## src/rtl/riscv_pkg.sv

```systemverilog
// Shared RISC-V core definitions: word size, opcodes, fetch buffer entry and
// fetch FSM state encoding.
package riscv_pkg;

  localparam int XLEN = 32;

  localparam logic [XLEN-1:0] NOP_INSTR = 32'h0000_0013;

  localparam logic [6:0] OP_RTYPE  = 7'b0110011;
  localparam logic [6:0] OP_ITYPE  = 7'b0010011;
  localparam logic [6:0] OP_LOAD   = 7'b0000011;
  localparam logic [6:0] OP_STORE  = 7'b0100011;
  localparam logic [6:0] OP_BRANCH = 7'b1100011;

  typedef struct packed {
    logic [XLEN-1:0] pc;
    logic [XLEN-1:0] instr;
  } fetch_entry_t;

  typedef enum logic [1:0] {
    ST_IDLE = 2'd0,
    ST_WAIT = 2'd1,
    ST_DROP = 2'd2
  } fetch_state_t;

endpackage

```

## src/rtl/fetch_unit_if.sv

```systemverilog
// Fetch stage bus bundle: imem request/response, decode-side instruction
// stream and branch redirect. master = fetch unit, slave = its environment.
interface fetch_unit_if;
  import riscv_pkg::*;

  // valid/ready: a transfer happens on a rising edge where both are high;
  // imem_rvalid and redirect are single-cycle strobes with no back-pressure.
  logic            imem_req;
  logic [XLEN-1:0] imem_addr;
  logic            imem_ready;
  logic            imem_rvalid;
  logic [XLEN-1:0] imem_rdata;
  logic            instr_valid;
  logic            instr_ready;
  logic [XLEN-1:0] instr;
  logic [XLEN-1:0] instr_pc;
  logic [6:0]      op;
  logic [2:0]      funct3;
  logic            funct7;
  logic            redirect;
  logic [XLEN-1:0] redirect_pc;

  modport master (
    output imem_req, imem_addr, instr_valid, instr, instr_pc, op, funct3, funct7,
    input  imem_ready, imem_rvalid, imem_rdata, instr_ready, redirect, redirect_pc
  );

  modport slave (
    input  imem_req, imem_addr, instr_valid, instr, instr_pc, op, funct3, funct7,
    output imem_ready, imem_rvalid, imem_rdata, instr_ready, redirect, redirect_pc
  );

endinterface

```

## src/rtl/fetch_fifo.sv

```systemverilog
// Synchronous instruction buffer of fetch_entry_t with push/pop/flush.
// Presents a NOP at PC 0 when empty.
module fetch_fifo
  import riscv_pkg::*;
#(
  parameter int DEPTH = 2
) (
  input  logic                   clk,
  input  logic                   rst_n,
  input  logic                   push,
  input  logic                   pop,
  input  logic                   flush,
  input  fetch_entry_t           wdata,
  output fetch_entry_t           rdata,
  output logic                   valid,
  output logic [$clog2(DEPTH):0] count
);

  localparam int AW = $clog2(DEPTH);
  localparam logic [AW:0] FULL_CNT = (AW + 1)'(DEPTH);

  fetch_entry_t  mem [DEPTH];
  logic [AW-1:0] rd_ptr;
  logic [AW-1:0] wr_ptr;
  logic          do_pop;

  assign valid  = (count != '0);
  assign do_pop = pop && valid;
  assign rdata  = valid ? mem[rd_ptr] : '{pc: '0, instr: NOP_INSTR};

  always_ff @(posedge clk or negedge rst_n) begin
    if (!rst_n) begin
      rd_ptr <= '0;
      wr_ptr <= '0;
      count  <= '0;
    end else if (flush) begin
      rd_ptr <= '0;
      wr_ptr <= '0;
      count  <= '0;
    end else begin
      if (push)   wr_ptr <= wr_ptr + 1'b1;
      if (do_pop) rd_ptr <= rd_ptr + 1'b1;
      case ({push, do_pop})
        2'b10:   count <= count + 1'b1;
        2'b01:   count <= count - 1'b1;
        default: count <= count;
      endcase
    end
  end

  always_ff @(posedge clk) begin
    if (push && !flush) mem[wr_ptr] <= wdata;
  end

  // The fetch credit rule guarantees space for every returning response.
  a_no_overflow: assert property (@(posedge clk) disable iff (!rst_n)
    !(push && !flush && count == FULL_CNT));

endmodule

```

## src/rtl/fetch_unit.sv

```systemverilog
// Instruction fetch stage: PC, single-outstanding imem handshake, buffer and
// redirect flush. FETCH_PERF_CNT_EN adds fetched/stall performance counters.
module fetch_unit
  import riscv_pkg::*;
#(
  parameter logic [XLEN-1:0] RESET_PC   = 32'h0000_0000,
  parameter int              FIFO_DEPTH = 2
) (
  input  logic         clk,
  input  logic         rst_n,
  fetch_unit_if.master bus,
  output fetch_state_t dbg_state
`ifdef FETCH_PERF_CNT_EN
  ,
  output logic [31:0]  perf_fetched,
  output logic [31:0]  perf_stall
`endif
);

  localparam int CW = $clog2(FIFO_DEPTH);
  localparam logic [CW+1:0] DEPTH_CNT = (CW + 2)'(FIFO_DEPTH);

  fetch_state_t    state;
  logic [XLEN-1:0] fetch_pc;
  logic [XLEN-1:0] req_pc;
  fetch_entry_t    head;
  logic            head_valid;
  logic [CW:0]     count;
  logic [CW+1:0]   occ;
  logic            pop;
  logic            push;
  logic            accept;

  assign pop  = bus.instr_valid && bus.instr_ready;
  assign push = (state == ST_WAIT) && bus.imem_rvalid && !bus.redirect;

  // Occupancy includes the in-flight slot and credits the head being consumed.
  assign occ = {1'b0, count} + (CW + 2)'(state != ST_IDLE) - (CW + 2)'(pop);

  assign bus.imem_req = rst_n && !bus.redirect && (state != ST_DROP) && (occ < DEPTH_CNT) &&
                        ((state == ST_IDLE) || bus.imem_rvalid);
  assign bus.imem_addr = fetch_pc;
  assign accept        = bus.imem_req && bus.imem_ready;

  fetch_fifo #(.DEPTH(FIFO_DEPTH)) u_fifo (
    .clk   (clk),
    .rst_n (rst_n),
    .push  (push),
    .pop   (pop),
    .flush (bus.redirect),
    .wdata ('{pc: req_pc, instr: bus.imem_rdata}),
    .rdata (head),
    .valid (head_valid),
    .count (count)
  );

  assign bus.instr_valid = head_valid;
  assign bus.instr       = head.instr;
  assign bus.instr_pc    = head.pc;
  assign bus.op          = head.instr[6:0];
  assign bus.funct3      = head.instr[14:12];
  assign bus.funct7      = head.instr[30];
  assign dbg_state       = state;

  always_ff @(posedge clk or negedge rst_n) begin
    if (!rst_n) begin
      state    <= ST_IDLE;
      fetch_pc <= {RESET_PC[XLEN-1:2], 2'b00};
      req_pc   <= {RESET_PC[XLEN-1:2], 2'b00};
    end else if (bus.redirect) begin
      fetch_pc <= {bus.redirect_pc[XLEN-1:2], 2'b00};
      if (state != ST_IDLE && !bus.imem_rvalid) state <= ST_DROP;
      else                                      state <= ST_IDLE;
    end else if (accept) begin
      fetch_pc <= fetch_pc + 32'd4;
      req_pc   <= fetch_pc;
      state    <= ST_WAIT;
    end else if (bus.imem_rvalid && state != ST_IDLE) begin
      state <= ST_IDLE;
    end
  end

`ifdef FETCH_PERF_CNT_EN
  always_ff @(posedge clk or negedge rst_n) begin
    if (!rst_n) begin
      perf_fetched <= '0;
      perf_stall   <= '0;
    end else begin
      if (pop && perf_fetched != 32'hFFFF_FFFF) perf_fetched <= perf_fetched + 32'd1;
      if (bus.instr_ready && !bus.instr_valid && perf_stall != 32'hFFFF_FFFF)
        perf_stall <= perf_stall + 32'd1;
    end
  end
`endif

endmodule

```

## src/flat_wrapper.sv

```systemverilog
// flat-port wrapper written by rule: the top's interface ports become plain ports
module fetch_unit_flat import riscv_pkg::*;
#(
  parameter logic [XLEN-1:0] RESET_PC   = 32'h0000_0000,
  parameter int              FIFO_DEPTH = 2
)
  (clk, rst_n, dbg_state, bus_imem_req, bus_imem_addr, bus_instr_valid, bus_instr, bus_instr_pc, bus_op, bus_funct3, bus_funct7, bus_imem_ready, bus_imem_rvalid, bus_imem_rdata, bus_instr_ready, bus_redirect, bus_redirect_pc);
  fetch_unit_if bus_i ();
  input  logic clk;
  input  logic rst_n;
  output fetch_state_t dbg_state;
  output wire logic [$bits(bus_i.imem_req)-1:0] bus_imem_req;
  output wire logic [$bits(bus_i.imem_addr)-1:0] bus_imem_addr;
  output wire logic [$bits(bus_i.instr_valid)-1:0] bus_instr_valid;
  output wire logic [$bits(bus_i.instr)-1:0] bus_instr;
  output wire logic [$bits(bus_i.instr_pc)-1:0] bus_instr_pc;
  output wire logic [$bits(bus_i.op)-1:0] bus_op;
  output wire logic [$bits(bus_i.funct3)-1:0] bus_funct3;
  output wire logic [$bits(bus_i.funct7)-1:0] bus_funct7;
  input wire logic [$bits(bus_i.imem_ready)-1:0] bus_imem_ready;
  input wire logic [$bits(bus_i.imem_rvalid)-1:0] bus_imem_rvalid;
  input wire logic [$bits(bus_i.imem_rdata)-1:0] bus_imem_rdata;
  input wire logic [$bits(bus_i.instr_ready)-1:0] bus_instr_ready;
  input wire logic [$bits(bus_i.redirect)-1:0] bus_redirect;
  input wire logic [$bits(bus_i.redirect_pc)-1:0] bus_redirect_pc;
  assign bus_imem_req = bus_i.imem_req;
  assign bus_imem_addr = bus_i.imem_addr;
  assign bus_instr_valid = bus_i.instr_valid;
  assign bus_instr = bus_i.instr;
  assign bus_instr_pc = bus_i.instr_pc;
  assign bus_op = bus_i.op;
  assign bus_funct3 = bus_i.funct3;
  assign bus_funct7 = bus_i.funct7;
  assign bus_i.imem_ready = bus_imem_ready;
  assign bus_i.imem_rvalid = bus_imem_rvalid;
  assign bus_i.imem_rdata = bus_imem_rdata;
  assign bus_i.instr_ready = bus_instr_ready;
  assign bus_i.redirect = bus_redirect;
  assign bus_i.redirect_pc = bus_redirect_pc;
  fetch_unit #(.RESET_PC(RESET_PC), .FIFO_DEPTH(FIFO_DEPTH)) u_core (.clk(clk), .rst_n(rst_n), .bus(bus_i), .dbg_state(dbg_state));
endmodule
```

## config.mk

```make
export PLATFORM = sky130hd
export DESIGN_NAME = fetch_unit_flat
export DESIGN_NICKNAME = d
export VERILOG_FILES = /design/src/rtl/riscv_pkg.sv /design/src/rtl/fetch_unit_if.sv /design/src/rtl/fetch_fifo.sv /design/src/rtl/fetch_unit.sv /design/src/flat_wrapper.sv
export SDC_FILE = /design/constraint.sdc
export NUM_CORES = 1
export LEC_CHECK = 0
export BUFFER_PORTS_ARGS = -buffer_cell sky130_fd_sc_hd__buf_2
export CORE_ASPECT_RATIO = 1.5
export CORE_MARGIN = 1
export CORE_UTILIZATION = 50
export CTS_CLUSTER_SIZE = 14
export DETAILED_ROUTE_END_ITERATION = 10
export PLACE_DENSITY = 0.8
export SYNTH_ARGS = -nofsm -noshare
export SYNTH_HDL_FRONTEND = slang
export SYNTH_SLANG_ARGS = --single-unit
```

## constraint.sdc

```tcl
create_clock -name clk -period 8.85 [get_ports clk]
set_input_delay 1.77 -clock clk [delete_from_list [all_inputs] [get_ports clk]]
set_output_delay 1.77 -clock clk [all_outputs]
set_load 0.03 [all_outputs]
```

==> flow_results.org <==
** Synthesis
- The share of the Yosys chip area taken by registers is 0.6686.
- Number of distinct standard cells referenced by the synthesized netlist :: 51
- Synthesized instance count :: 652
- FFs w/ async S/R, synth :: 0.3474
- In the synthesized netlist the dominant register cell turns out to be sky130_fd_sc_hd__edfxtp_1.
- Count of flip-flops with a built-in enable after synthesis :: 124
- Counting flops and latches in the post-synthesis netlist gives 190.
- The most common cell in the synthesized netlist is sky130_fd_sc_hd__edfxtp_1.
- Top cells by area, synth :: sky130_fd_sc_hd__edfxtp_1 46%, sky130_fd_sc_hd__dfrtp_1 21%, sky130_fd_sc_hd__mux2i_1 8.0%
- The mapped netlist covers 8039 sq um.
- Number of warning messages in the yosys log :: 0
- Each instance of the synthesized netlist takes up on average 12.33 sq um.
- Most area-hungry cell type in the Yosys netlist :: sky130_fd_sc_hd__edfxtp_1
- Most instantiated cells after synthesis :: 124 x sky130_fd_sc_hd__edfxtp_1, 122 x sky130_fd_sc_hd__nand2_1, 78 x sky130_fd_sc_hd__nor2_1
- Share of Yosys cell area claimed by the top area cell type :: 0.4632

** Floorplan
- Area of the core region :: 15,700 sq um
- The die covers 16,600 sq um.
- Initial Utilization :: 0.5122
- # rows :: 56
- IO Pins :: 181
- The die is 157.3 um tall.
- Die X :: 105.5 um

** Timing
- Fin. Hold Viols :: 0
- Clock Skew :: 0.01091 ns
- Part of the cycle the worst path needs :: 0.6298
- Peak clock frequency supported by timing :: 179.4 MHz
- Setup repair after global routing missed its margin :: false
- Number of pins with negative max-slew slack in the final report :: 0
- For the pin with the worst max-slew slack, the measured transition is 1.082 ns.
- Setup violations remaining at the end of the flow were counted as 0.
- Final-layout setup total negative slack :: 0 ns
- Final worst slack :: 3.276 ns
- The worst path in the final design needs a cycle of 5.574 ns, including I/O delays and setup.
- Worst slew margin relative to its limit :: 0.2787

** Critical path
- Worst setup path startpoint :: bus_instr_ready
- Traced cell by cell, the critical path runs through buf_2 > and2_0 > ha_1 > nand2b_1 > fa_1 > xnor2_1 > o21ai_0 > nor3_1 > buf_2.
- FF-to-FF Start :: u_core.u_fifo.count[1]
- Dominant delay contributor by cell family on the critical path :: adder cells
- The cell that appears most often on the critical path is sky130_fd_sc_hd__buf_2.
- Category of the worst setup path launch point :: primary input
- Number of buffers and inverters on the critical path :: 2
- The critical path is of the in2out type.
- Category of the worst setup path capture point :: output port
- Peak per-stage delay on the critical path :: 0.39 ns
- Largest fanout on the critical path :: 3
- Flop-to-flop setup slack :: 5.02 ns
- Critical Path AT :: 3.80 ns
- The largest individual stage delay along the critical path comes from the cell sky130_fd_sc_hd__fa_1.
- For the worst setup path, the data required time is 7.08 ns.

** Final layout
- Area taken by flip-flops and latches :: 5379 sq um
- Antenna fix cells :: 0
- From synthesis to final layout, the design area changed by 19.72%.
- Fill count :: 1,286
- Area occupied by multi-input gates :: 2427 sq um
- Total number of nets in the final design :: 881
- In the final layout, the share of cells above drive strength 1 is 0.2728.

** Pwr
- Power density cells :: 228.6 nW/um^2
- Peak supply drop :: 0.1096 mV
- Of the total power, registers draw 0.509.
- The internal portion of the total power is 1.588 mW.
- The share of total power dissipated in the clock network is 0.355.
- Part of the power in combinational logic :: 0.135
- Of the total power, the share spent switching nets is 0.2782.
- Leak :: 3.939 nW
- For this design the total switching power over the nets is 0.6119 mW.

** Clock tree
- In this run the deepest clock path goes through 2 buffers.
- The clock drives 190 sinks.
- The tree is rooted in a sky130_fd_sc_hd__clkbuf_16.
- After clock tree synthesis, the flow added hold-fix buffers numbering 0.
- The clock reaches the later pin of the worst-skew pair after 0.42 ns.
- Number of post-CTS setup repair buffers :: 0
- Clock Pin Slew Worst Setup and Hold Paths :: 0.06 ns
- Cts bufs inserted :: 17
- TritonCTS built the clock tree.
- CTS built an H-tree with a depth of 4.
- Gates resized during post-CTS repair numbered 0.

** Detailed routing
- DR vias/cell :: 5.384
- In the routed design, unresolved DRC markers number 0.
- DRC violation total after the first TritonRoute iteration :: 240
- The first detailed-routing pass ran for 4 iterations.
- Detailed-route wire length :: 16,540 um
- Wirelength per Cell :: 16.15 um
- Via count :: 5,513
- In this run the remaining antenna-violating nets after routing total 0.

** Run
- Max-cap check violation count :: 0

** Placed design
- RD Place Congestion :: 0.8189
- Input and output buffers added on the ports amount to 174.
- Final HPWL DP :: 10,660 um
- Worst setup timing slack at the placement stage :: 3.260 ns

** Global routing
- The first global-routing pass estimated 26,120 um of wire.
- Total global routing overflow :: 0
- The via count of the first global-routing pass came to 5,187.
- Number of antenna violations at the first check in global routing :: 0
- Combined global-route utilization of all metal layers :: 0.2053
- Entering global routing, the biggest net connects 69 pins.

** Worst hold path
- Startpoint of the tightest hold check path :: u_core.req_pc[5]
- In this run the worst hold path is classified as reg2reg.

** Run status
- Outcome :: complete, no violations
==> power groups by stage <==
| stage | logic [mW] | clock network, mW | registers (mW) |
|---|---|---|---|
| 2_1_floorplan | 0.195 | 0 | 1.13 |
| 3_3_place_gp | 0.292 | 0 | 1.13 |
| 3_5_place_dp | 0.300 | 0 | 1.14 |
| 4_1_cts | 0.302 | 0.797 | 1.12 |
| 5_1_grt | 0.327 | 0.836 | 1.13 |
| 6_report | 0.298 | 0.782 | 1.12 |
==> logic make-up (layout without fill, tap and decap cells) <==
logic type,Yosys count,in the layout,share of synthesized area
and+or+nand+nor,262,262,0.1440
DFF,190,190,0.6686
AOI/OAI and AO/OA,66,66,0.05557
muxes,65,65,0.08109
buffers and inverters,54,220,0.03268
xor gates and xnor gates,11,11,0.01198
adders and majority gates,3,3,0.005603
other,1,4,0.0004665
==> routing by layer <==
layer / global-route usage / up-vias / routed length (um)
met4: 0.09193 / 0 / 410
li1: - / 2644 / -
met2: 0.3590 / 197 / 8708
met3: 0.03313 / 30 / 786
met5: 0 / - / 0
met1: 0.2508 / 2642 / 6635
==> registers in the layout, indices dropped and copies added, names as in the netlist <==
signal                flops
u_core.u_fifo.wr_ptr      1
u_core.bus.imem_addr     30
u_core.req_pc            30
u_core.u_fifo.rd_ptr      1
u_core.u_fifo.mem       124
u_core.u_fifo.count       2
u_core.dbg_state          2
==> per-stage QoR <==
step | power (mW) | hold slack [ns] | util | cell area [sq um] | cells
global route | 2.292 | 0.4792 | 0.6132 | 9624 | 1024
finish | 2.200 | 0.4725 | 0.6132 | 9624 | 1024
floorplan | 1.327 | 0.4419 | - | 8050 | 655
global placement | 1.422 | 0.4493 | 0.5743 | 9014 | 992
detailed placement | 1.436 | 0.4513 | 0.5743 | 9014 | 992
CTS | 2.217 | 0.4722 | 0.6132 | 9624 | 1024
==> placed cells by master, fill, tap and decap left out, drive strengths merged, types with 5 or more instances in the layout <==
| cell type | n |
|---|---|
| buf | 182 |
| edfxtp | 124 |
| nand2 | 122 |
| nor2 | 78 |
| dfrtp | 66 |
| mux2i | 64 |
| o21ai | 28 |
| clkbuf | 17 |
| nand4 | 14 |
| o311ai | 12 |
| nand3 | 11 |
| inv | 11 |
| o211ai | 8 |
| xnor2 | 6 |
| and3 | 6 |
| nor3 | 5 |
| xor2 | 5 |
| nor4 | 5 |
==> worst paths after layout <==
| path | end | cells past startpoint |
|---|---|---|
| worst max-delay path | bus_imem_req | 9 |
| worst min-delay path | u_core.u_fifo.mem[0][37] | 0 |
| worst max register to register | u_core.bus.imem_addr[12] | 12 |
| worst min register to register | u_core.u_fifo.mem[0][37] | 0 |
| max in group asynchronous | u_core.u_fifo.rd_ptr | 2 |
| min in group asynchronous | u_core.req_pc[25] | 2 |
==> final cells by class <==
class | count | area share
clock buffers | 17 | 0.04420
flip-flops and latches | 190 | 0.5589
repair buffers | 182 | 0.09672
multi-input cells | 411 | 0.2522
well taps | 203 | 0.02639
clock inverters | 15 | 0.01924
inverters | 6 | 0.002340
Power figures use the tool's default switching activity.
